### config.mk
export PLATFORM = sky130hd
export DESIGN_NAME = itr_ctrl
export DESIGN_NICKNAME = d
export VERILOG_FILES = /design/src/rtl/itr_ctrl.sv
export SDC_FILE = /design/constraint.sdc
export NUM_CORES = 1
export LEC_CHECK = 0
export CAP_MARGIN = 10
export CORE_MARGIN = 3
export CORE_UTILIZATION = 30
export CTS_CLUSTER_SIZE = 25
export DETAILED_ROUTE_END_ITERATION = 12
export GPL_TIMING_DRIVEN = 0
export PLACE_DENSITY = 0.51
export SKIP_LAST_GASP = 1
export SYNTH_ARGS = -nofsm -noshare
export SYNTH_HDL_FRONTEND = slang
export SYNTH_SLANG_ARGS = --single-unit
### constraint.sdc
create_clock -name clk -period 3.35 [get_ports clk]
set_clock_uncertainty 0.05 [all_clocks]
set_input_delay 0.67 -clock clk [delete_from_list [all_inputs] [get_ports clk]]
set_output_delay 0.67 -clock clk [all_outputs]
set_load 0.005 [all_outputs]
### src/rtl/itr_ctrl.sv
// itr_ctrl: latches rising edges of NSRC event lines and serves them one at a time to the core's itr input.
// Build option ITR_SYNC_EN: adds a two-flop synchronizer in front of the edge detector.
module itr_ctrl #(
    parameter int NUBITS = 32,
    parameter int NSRC   = 8,
    parameter int TOUT   = 1024,
    parameter int GAP    = 2
) (
    input  logic              clk,
    input  logic              rst,
    input  logic [NSRC-1:0]   src,
    input  logic              cfg_wr,
    input  logic [1:0]        cfg_addr,
    input  logic [NUBITS-1:0] cfg_data,
    output logic [NUBITS-1:0] rd_data,
    input  logic              eoi,
    output logic              itr,
    output logic              busy
);
    localparam int WW = $clog2(TOUT + 1);
    localparam int GW = $clog2(GAP + 1);

    typedef enum logic [1:0] {IDLE, FIRE, SERV, HOLD} state_t;

    state_t          r_state;
    logic [NSRC-1:0] w_src;
    logic [NSRC-1:0] r_src_q;
    logic [NSRC-1:0] r_mask;
    logic [NSRC-1:0] r_pend;
    logic [7:0]      r_lost;
    logic [7:0]      r_id;
    logic            r_ovf;
    logic            r_itr;
    logic            r_busy;
    logic [WW-1:0]   r_wdog;
    logic [GW-1:0]   r_gap;

    logic [NSRC-1:0] w_rise;
    logic [NSRC-1:0] w_req;
    logic [NSRC-1:0] w_clr;
    logic [NSRC-1:0] w_take;
    logic [7:0]      w_sel;
    logic            w_hit;
    logic            w_coll;
    logic            w_unused;

`ifdef ITR_SYNC_EN
    logic [NSRC-1:0] r_sync1;
    logic [NSRC-1:0] r_sync2;

    always_ff @(posedge clk or negedge rst) begin
        if (!rst) begin
            r_sync1 <= '0;
            r_sync2 <= '0;
        end else begin
            r_sync1 <= src;
            r_sync2 <= r_sync1;
        end
    end

    assign w_src = r_sync2;
`else
    assign w_src = src;
`endif

    assign w_rise   = w_src & ~r_src_q;
    assign w_coll   = |(w_rise & r_pend);
    assign w_req    = r_pend & r_mask;
    assign w_hit    = |w_req;
    assign w_clr    = (cfg_wr && cfg_addr == 2'd1) ? cfg_data[NSRC-1:0] : '0;
    assign w_take   = (w_hit && r_state == IDLE) ? (NSRC'(1) << w_sel) : '0;
    assign w_unused = ^cfg_data[NUBITS-1:NSRC];

    // Lowest index wins: scanning downward leaves the smallest set index in w_sel.
    always_comb begin
        w_sel = '0;
        for (int i = NSRC - 1; i >= 0; i--) begin
            if (w_req[i]) w_sel = 8'(i);
        end
    end

    always_comb begin
        rd_data = '0;
        case (cfg_addr)
            2'd0:    rd_data[NSRC-1:0] = r_mask;
            2'd1:    rd_data[NSRC-1:0] = r_pend;
            2'd2: begin
                rd_data[7:0] = r_id;
                rd_data[8]   = r_busy;
                rd_data[9]   = r_ovf;
            end
            default: rd_data[7:0] = r_lost;
        endcase
    end

    // A new rising edge is OR-ed in after the clears, so it survives a same-cycle W1C.
    always_ff @(posedge clk or negedge rst) begin
        if (!rst) begin
            r_src_q <= '0;
            r_mask  <= '0;
            r_pend  <= '0;
            r_lost  <= '0;
        end else begin
            r_src_q <= w_src;
            r_pend  <= (r_pend & ~w_clr & ~w_take) | w_rise;
            if (cfg_wr && cfg_addr == 2'd0) r_mask <= cfg_data[NSRC-1:0];
            if (cfg_wr && cfg_addr == 2'd3) r_lost <= '0;
            else if (w_coll && r_lost != 8'hFF) r_lost <= r_lost + 8'd1;
        end
    end

    // busy follows the FIRE/SERV states exactly; itr trails FIRE by one register stage.
    always_ff @(posedge clk or negedge rst) begin
        if (!rst) begin
            r_state <= IDLE;
            r_id    <= '0;
            r_ovf   <= 1'b0;
            r_itr   <= 1'b0;
            r_busy  <= 1'b0;
            r_wdog  <= '0;
            r_gap   <= '0;
        end else begin
            r_itr <= 1'b0;
            if (cfg_wr && cfg_addr == 2'd2) r_ovf <= 1'b0;
            case (r_state)
                IDLE: begin
                    if (w_hit) begin
                        r_id    <= w_sel;
                        r_busy  <= 1'b1;
                        r_state <= FIRE;
                    end
                end
                FIRE: begin
                    r_itr   <= 1'b1;
                    r_wdog  <= WW'(TOUT - 1);
                    r_state <= SERV;
                end
                SERV: begin
                    if (eoi || r_wdog == '0) begin
                        if (!eoi) r_ovf <= 1'b1;
                        r_gap   <= GW'(GAP - 1);
                        r_busy  <= 1'b0;
                        r_state <= HOLD;
                    end else begin
                        r_wdog <= r_wdog - 1'b1;
                    end
                end
                HOLD: begin
                    if (r_gap == '0) r_state <= IDLE;
                    else r_gap <= r_gap - 1'b1;
                end
                default: r_state <= IDLE;
            endcase
        end
    end

    assign itr  = r_itr;
    assign busy = r_busy;

endmodule
==> key figures, run 1 <==
Run status
  – Outcome: complete, no violations

STA
  – Final Hold Fails: 0
  – Final TNS setup: 0 ns
  – Period utilization: 0.9760
  – Slew margin rel.: 0.4894
  – Final Setup Violations: 0
  – Worst Tran Pin Value: 0.7626 ns
  – Slack of the critical path: 0.08053 ns
  – F_max: 305.9 MHz
  – Max-slew violations: 0
  – Crit path time final: 3.269 ns
  – RSZ-0062 raised after global routing: false
  – Smallest hold slack: 0.2797 ns

Setup path
  – Critical path peak fanout: 10
  – Critical R2R Capture: r_wdog[8]
  – Flop-to-flop setup slack: 1.18 ns
  – R2r worst-path depth: 8
  – CP Launch Type: input port
  – Worst R2R Start: r_state[0]
  – CP Class: input port to output pin
  – CP Data Arrival Time: 2.55 ns
  – CP Capture Type: output pin
  – Worst path required time: 2.63 ns

Synth
  – #FFs+latches synth: 53
  – Post-synth cell types: 56
  – Number of synthesized flops with an enable pin: 0
  – Top_reg_cell synth: dfrtp_1
  – FFs w/ async S/R, synth: 1.000
  – Syn_area_per_cell: 9.924 µm²
  – YS warnings: 0
  – Mapped Cells: 307
  – Synthesized cell area: 0.003047 mm²
  – Sequential area share after synthesis: 0.4353

Detailed routing
  – Drt via density: 4.672
  – Via count: 2,350
  – WL/cell: 13.84 µm
  – DRC Markers: 0
  – DRT iter0 DRCs: 65
  – Detail Route Antenna Nets: 0
  – DR pass1 iterations: 4
  – Final wirelength: 6964 µm

Min path
  – Worst Hold Class: input port to asynchronous set/reset pin

Floorplan
  – Die H: 106.8 µm
  – Num ports: 80
  – Core ar.: 0.009819 mm²
  – Full die area: 0.01140 mm²
  – Std cell rows: 36
  – Die span in x: 106.8 µm
  – Initial Utilization: 0.3103

Flow run
  – Maximum capacitance violations: 0

Global route
  – First-pass GRT wire length: 11,670 µm
  – Pin count of the biggest net entering global routing: 33
  – Antenna violations before repair: 0
  – Gr usage total: 0.1273
  – Overflow after GRT: 0
  – Vias in the first global route: 2,313

Final layout
  – Multi-input logic area: 0.001530 mm²
  – Register area: 0.001326 mm²
  – # nets final: 423
  – Layout cells sized above 1: 0.1541
  – Antenna cells: 0
  – Layout area overhead: 23.33%
  – Non-filler cells, final: 503
  – Commonest cells after routing, fill and taps aside: dfrtp_1, nand2_1, clkdlybuf4s50_1
  – Fillcell total: 1,020
  – Commonest non-fill, non-tap cell in the layout: dfrtp_1

Clock network
  – Clock sink total: 53
  – Max clock buf depth: 2
  – Worst skew pair latency: 0.31 ns
  – CTS H-tree depth: 2
  – Root buffer cell: clkbuf_8
  – CTS tree: built
  – Inserted Clock Buffers: 5
  – Clock slew at reported path FFs: 0.11 ns
  – Hold Buf Count CTS: 0

Placement
  – Dpl cells: 495
  – Pre-CTS setup slack: -0.03797 ns
  – Placer congestion estimate: 0.7837
  – PortBufs: 33
  – DP Wirelength: 5340 µm

Power
  – Tot Pwr: 2260 µW
  – Max VDD drop: 0.2147 mV
  – Static Leak: 0.001606 µW
  – PD cells: 601.4 mW/mm²
routing by layer:
| metal | wire [µm] | up-vias | global-route usage | part of all wire |
|---|---|---|---|---|
| li1 | - | 1184 | - | - |
| met1 | 3358 | 1119 | 0.1784 | 0.48 |
| met2 | 3278 | 41 | 0.2068 | 0.47 |
| met3 | 280 | 6 | 0.02348 | 0.040 |
| met4 | 47 | 0 | 0.02466 | 0.0067 |
| met5 | 0 | - | 0 | 0 |
metrics by stage:
step,utilization,instance area [µm²]
global placement,0.3689,3622
floorplan,-,3126
CTS,0.3825,3756
detailed placement,0.3704,3637
finish,0.3826,3757
global route,0.3826,3757
worst max path at each step:
stage                      startpoint  slack, ns    endpoint  cells past startpoint
after floorplan           cfg_addr[0]       1.24  rd_data[0]                      2
after global placement            rst      -0.22   r_lost[6]                      1
after detailed placement  cfg_addr[0]      -0.04  rd_data[0]                      4
after CTS                 cfg_addr[0]       0.05  rd_data[0]                      4
after global routing      cfg_addr[0]      0.009  rd_data[0]                      4
final                     cfg_addr[0]       0.08  rd_data[0]                      4
worst max-delay path, stage by stage:
cell and delay [ns]:
clkdlybuf4s50_1 0.62, buf_4 0.26, mux4_2 0.53, clkdlybuf4s50_1 0.46
sequential cells by signal (all words and copies together), names as in the netlist:
| register | flops |
|---|---|
| r_src_q | 8 |
| r_gap | 2 |
| r_mask | 8 |
| r_ovf | 1 |
| r_lost | 8 |
| r_id | 3 |
| itr | 1 |
| r_pend | 8 |
| r_wdog | 11 |
| r_state | 2 |
| busy | 1 |
what timing repair did:
action	CTS	global route
gates resized for setup	1	2
buffers inserted	0	0
endpoints found under the setup margin	1	2
logic make-up (layout without fill, tap and decap cells):
family | Yosys count | in the layout | synth area share
buf+inv | 47 | 89 | 0.08830
mux | 18 | 18 | 0.07638
simple gates | 113 | 113 | 0.2152
other cells | 1 | 22 | 0.001231
fa+ha+maj | 8 | 8 | 0.03286
flops | 53 | 53 | 0.4353
xor+xnor | 7 | 7 | 0.02012
compound gates | 60 | 60 | 0.1306
cell usage after synthesis, types with 4 or more instances:
master,number,area share
buf_4,22,0.054
nand3_1,12,0.020
nor2_1,10,0.012
ha_1,8,0.033
or3_1,4,0.0082
nor3_1,7,0.011
dfrtp_1,53,0.44
o211ai_1,5,0.012
mux2_2,8,0.030
a21oi_1,13,0.021
nand4_1,4,0.0082
o21ai_0,20,0.033
nor2b_1,4,0.0082
clkbuf_1,5,0.0062
mux2i_1,6,0.020
xor2_1,5,0.014
nand3b_1,10,0.025
inv_1,17,0.021
nand2_1,35,0.043
power breakdown:
part | leakage, µW | switching, µW | internal (µW)
Sequential | 0.000603 | 161 | 786
Clock | 0.0000585 | 218 | 244
Combinational | 0.000945 | 432 | 419
Total | 0.00161 | 811 | 1450
area by class of cell:
cell class / instances / share of cell area
Clock inverter: 1 / 0.007992
Multi-Input combinational cell: 228 / 0.4073
Buffer: 30 / 0.05561
Timing Repair Buffer: 34 / 0.09191
Inverter: 17 / 0.01698
Tap cell: 133 / 0.04429
Sequential cell: 53 / 0.3530
Clock buffer: 7 / 0.02298
(Power assumes the default switching activity.)
==> run 2: changes to the inputs <==
--- a/config.mk
+++ b/config.mk
@@ -12,6 +12,7 @@
 export DETAILED_ROUTE_END_ITERATION = 12
 export GPL_TIMING_DRIVEN = 0
 export PLACE_DENSITY = 0.51
+export SKIP_CTS_REPAIR_TIMING = 1
 export SKIP_LAST_GASP = 1
 export SYNTH_ARGS = -nofsm -noshare
 export SYNTH_HDL_FRONTEND = slang
==> results of run 2 <==
Same layout as run 1: the final DEF is identical, and so are final timing and power.
==> run 3: changes to the inputs <==
--- a/config.mk
+++ b/config.mk
@@ -6,7 +6,7 @@
 export NUM_CORES = 1
 export LEC_CHECK = 0
 export CAP_MARGIN = 10
-export CORE_MARGIN = 3
+export CORE_MARGIN = 4
 export CORE_UTILIZATION = 30
 export CTS_CLUSTER_SIZE = 25
 export DETAILED_ROUTE_END_ITERATION = 12
==> key figures, run 3 (synthesis results as in run 1) <==
Run status
  – Outcome: complete, no violations

Setup path
  – Worst path required time: 2.63 ns
  – Worst R2R Start: r_state[0]
  – Critical Path End: rd_data[0]
  – Critical path peak fanout: 10
  – CP Launch Point: cfg_addr[0]
  – CP Data Arrival Time: 2.54 ns
  – R2r worst-path depth: 8
  – CP Class: input port to output pin
  – CP Capture Type: output pin
  – Flop-to-flop setup slack: 1.16 ns
  – CP Launch Type: input port
  – Critical R2R Capture: r_wdog[8]

Final layout
  – Commonest cells after routing, fill and taps aside: dfrtp_1, nand2_1, clkdlybuf4s50_1
  – Max reg flops: 11
  – Layout cells sized above 1: 0.1541
  – Commonest non-fill, non-tap cell in the layout: dfrtp_1
  – Final design utilization: 0.3792
  – Layout area overhead: 22.22%
  – Antenna cells: 0
  – Largest reg by FF count: r_wdog
  – # nets final: 423
  – Fillcell total: 1,021

Placement
  – Placer congestion estimate: 0.7936
  – DP Wirelength: 5389 µm
  – Pre-CTS setup slack: -0.01453 ns
  – PortBufs: 33

Power
  – Register share of total power: 0.439
  – Int Pwr: 1349 µW
  – Static Leak: 0.001593 µW
  – Max VDD drop: 0.2051 mV
  – P_sw: 813.9 µW
  – Clock power share: 0.168
  – Sw frac: 0.3763
  – PD cells: 580.9 mW/mm²
  – Logic gate share of total power: 0.394

Detailed routing
  – Final wirelength: 7075 µm
  – DR pass1 iterations: 4
  – Metal3 WL: 296 µm
  – Met1 WL: 3421 µm
  – DRC Markers: 0
  – Drt via density: 4.674
  – Metal2 WL: 3308 µm
  – Detail Route Antenna Nets: 0
  – Top sig layer: met4
  – WL/cell: 14.07 µm
  – DRT iter0 DRCs: 84
  – Via count: 2,351

Global route
  – Gr usage total: 0.1253
  – Antenna violations before repair: 0
  – Vias in the first global route: 2,265
  – Overflow after GRT: 0
  – First-pass GRT wire length: 11,750 µm
  – Pin count of the biggest net entering global routing: 31

STA
  – Crit path time final: 3.260 ns
  – Max-slew violations: 0
  – Final Setup Violations: 0
  – Slack of the critical path: 0.09042 ns
  – Final Hold Fails: 0
  – Slew margin rel.: 0.4755
  – RSZ-0062 raised after global routing: false
  – Worst Tran Pin Value: 0.7834 ns
  – Period utilization: 0.9730
  – F_max: 306.8 MHz

Floorplan
  – Die H: 108.8 µm
  – Die span in x: 108.8 µm
  – Std cell rows: 36
  – Full die area: 0.01183 mm²
  – Initial Utilization: 0.3103
  – Core ar.: 0.009819 mm²
  – Num ports: 80

Clock network
  – Worst skew pair latency: 0.31 ns
  – Max clock buf depth: 2
  – CTS H-tree depth: 2
  – CTS tree: built
  – Root buffer cell: clkbuf_8
  – Clock sink total: 53
  – Inserted Clock Buffers: 5
  – Clock slew at reported path FFs: 0.10 ns

Flow run
  – Maximum capacitance violations: 0

Min path
  – Worst Hold Class: input port to asynchronous set/reset pin
run 3: layout make-up:
| type | instances | area, µm² | area share |
|---|---|---|---|
| inverters | 17 | 63.81 | 0.01714 |
| well taps | 133 | 166.4 | 0.04469 |
| multi-input cells | 228 | 1530 | 0.4110 |
| clock inverters | 2 | 10.01 | 0.002688 |
| flip-flops and latches | 53 | 1326 | 0.3562 |
| clock buffers | 6 | 72.57 | 0.01949 |
| plain buffers | 30 | 209.0 | 0.05612 |
| repair buffers | 34 | 345.3 | 0.09274 |
run 3: worst min path at each step:
stage	startpoint	to	slack [ns]	cells past startpoint
floorplan	rst	busy	0.32	0
global placement	r_src_q[7]	r_pend[7]	0.36	1
detailed placement	r_src_q[7]	r_pend[7]	0.37	1
CTS	rst	r_wdog[3]	0.31	1
global route	rst	r_wdog[3]	0.33	1
finish	rst	r_wdog[3]	0.32	1
run 3: worst max-delay path, cell delays in order:
cell and delay [ns]:
clkdlybuf4s50_1 0.61, buf_4 0.25, mux4_2 0.54, clkdlybuf4s50_1 0.47
run 3: power by group through the flow:
stage	sequential (µW)	combinational, µW	clock (µW)
after global routing	975	964	400
after floorplan	908	593	0
after global placement	958	831	0
after detailed placement	960	855	0
final	949	852	363
after CTS	948	860	384
run 3: layer usage:
layer / global-route usage / up-vias
li1: - / 1178
met1: 0.1760 / 1125
met2: 0.2004 / 43
met3: 0.02487 / 5
met4: 0.02705 / 0
met5: 0 / -
run 3: stage by stage:
step / instance area, µm² / power [µW] / cells / setup TNS [ns] / hold WS, ns
after CTS: 3720 / 2193 / 503 / -0.01691 / 0.3149
after detailed placement: 3637 / 1814 / 495 / -0.01453 / 0.3737
after global placement: 3622 / 1789 / 494 / -9.834 / 0.3649
after floorplan: 3126 / 1501 / 328 / 0 / 0.3244
final: 3724 / 2163 / 503 / 0 / 0.3162
after global routing: 3724 / 2338 / 503 / 0 / 0.3319
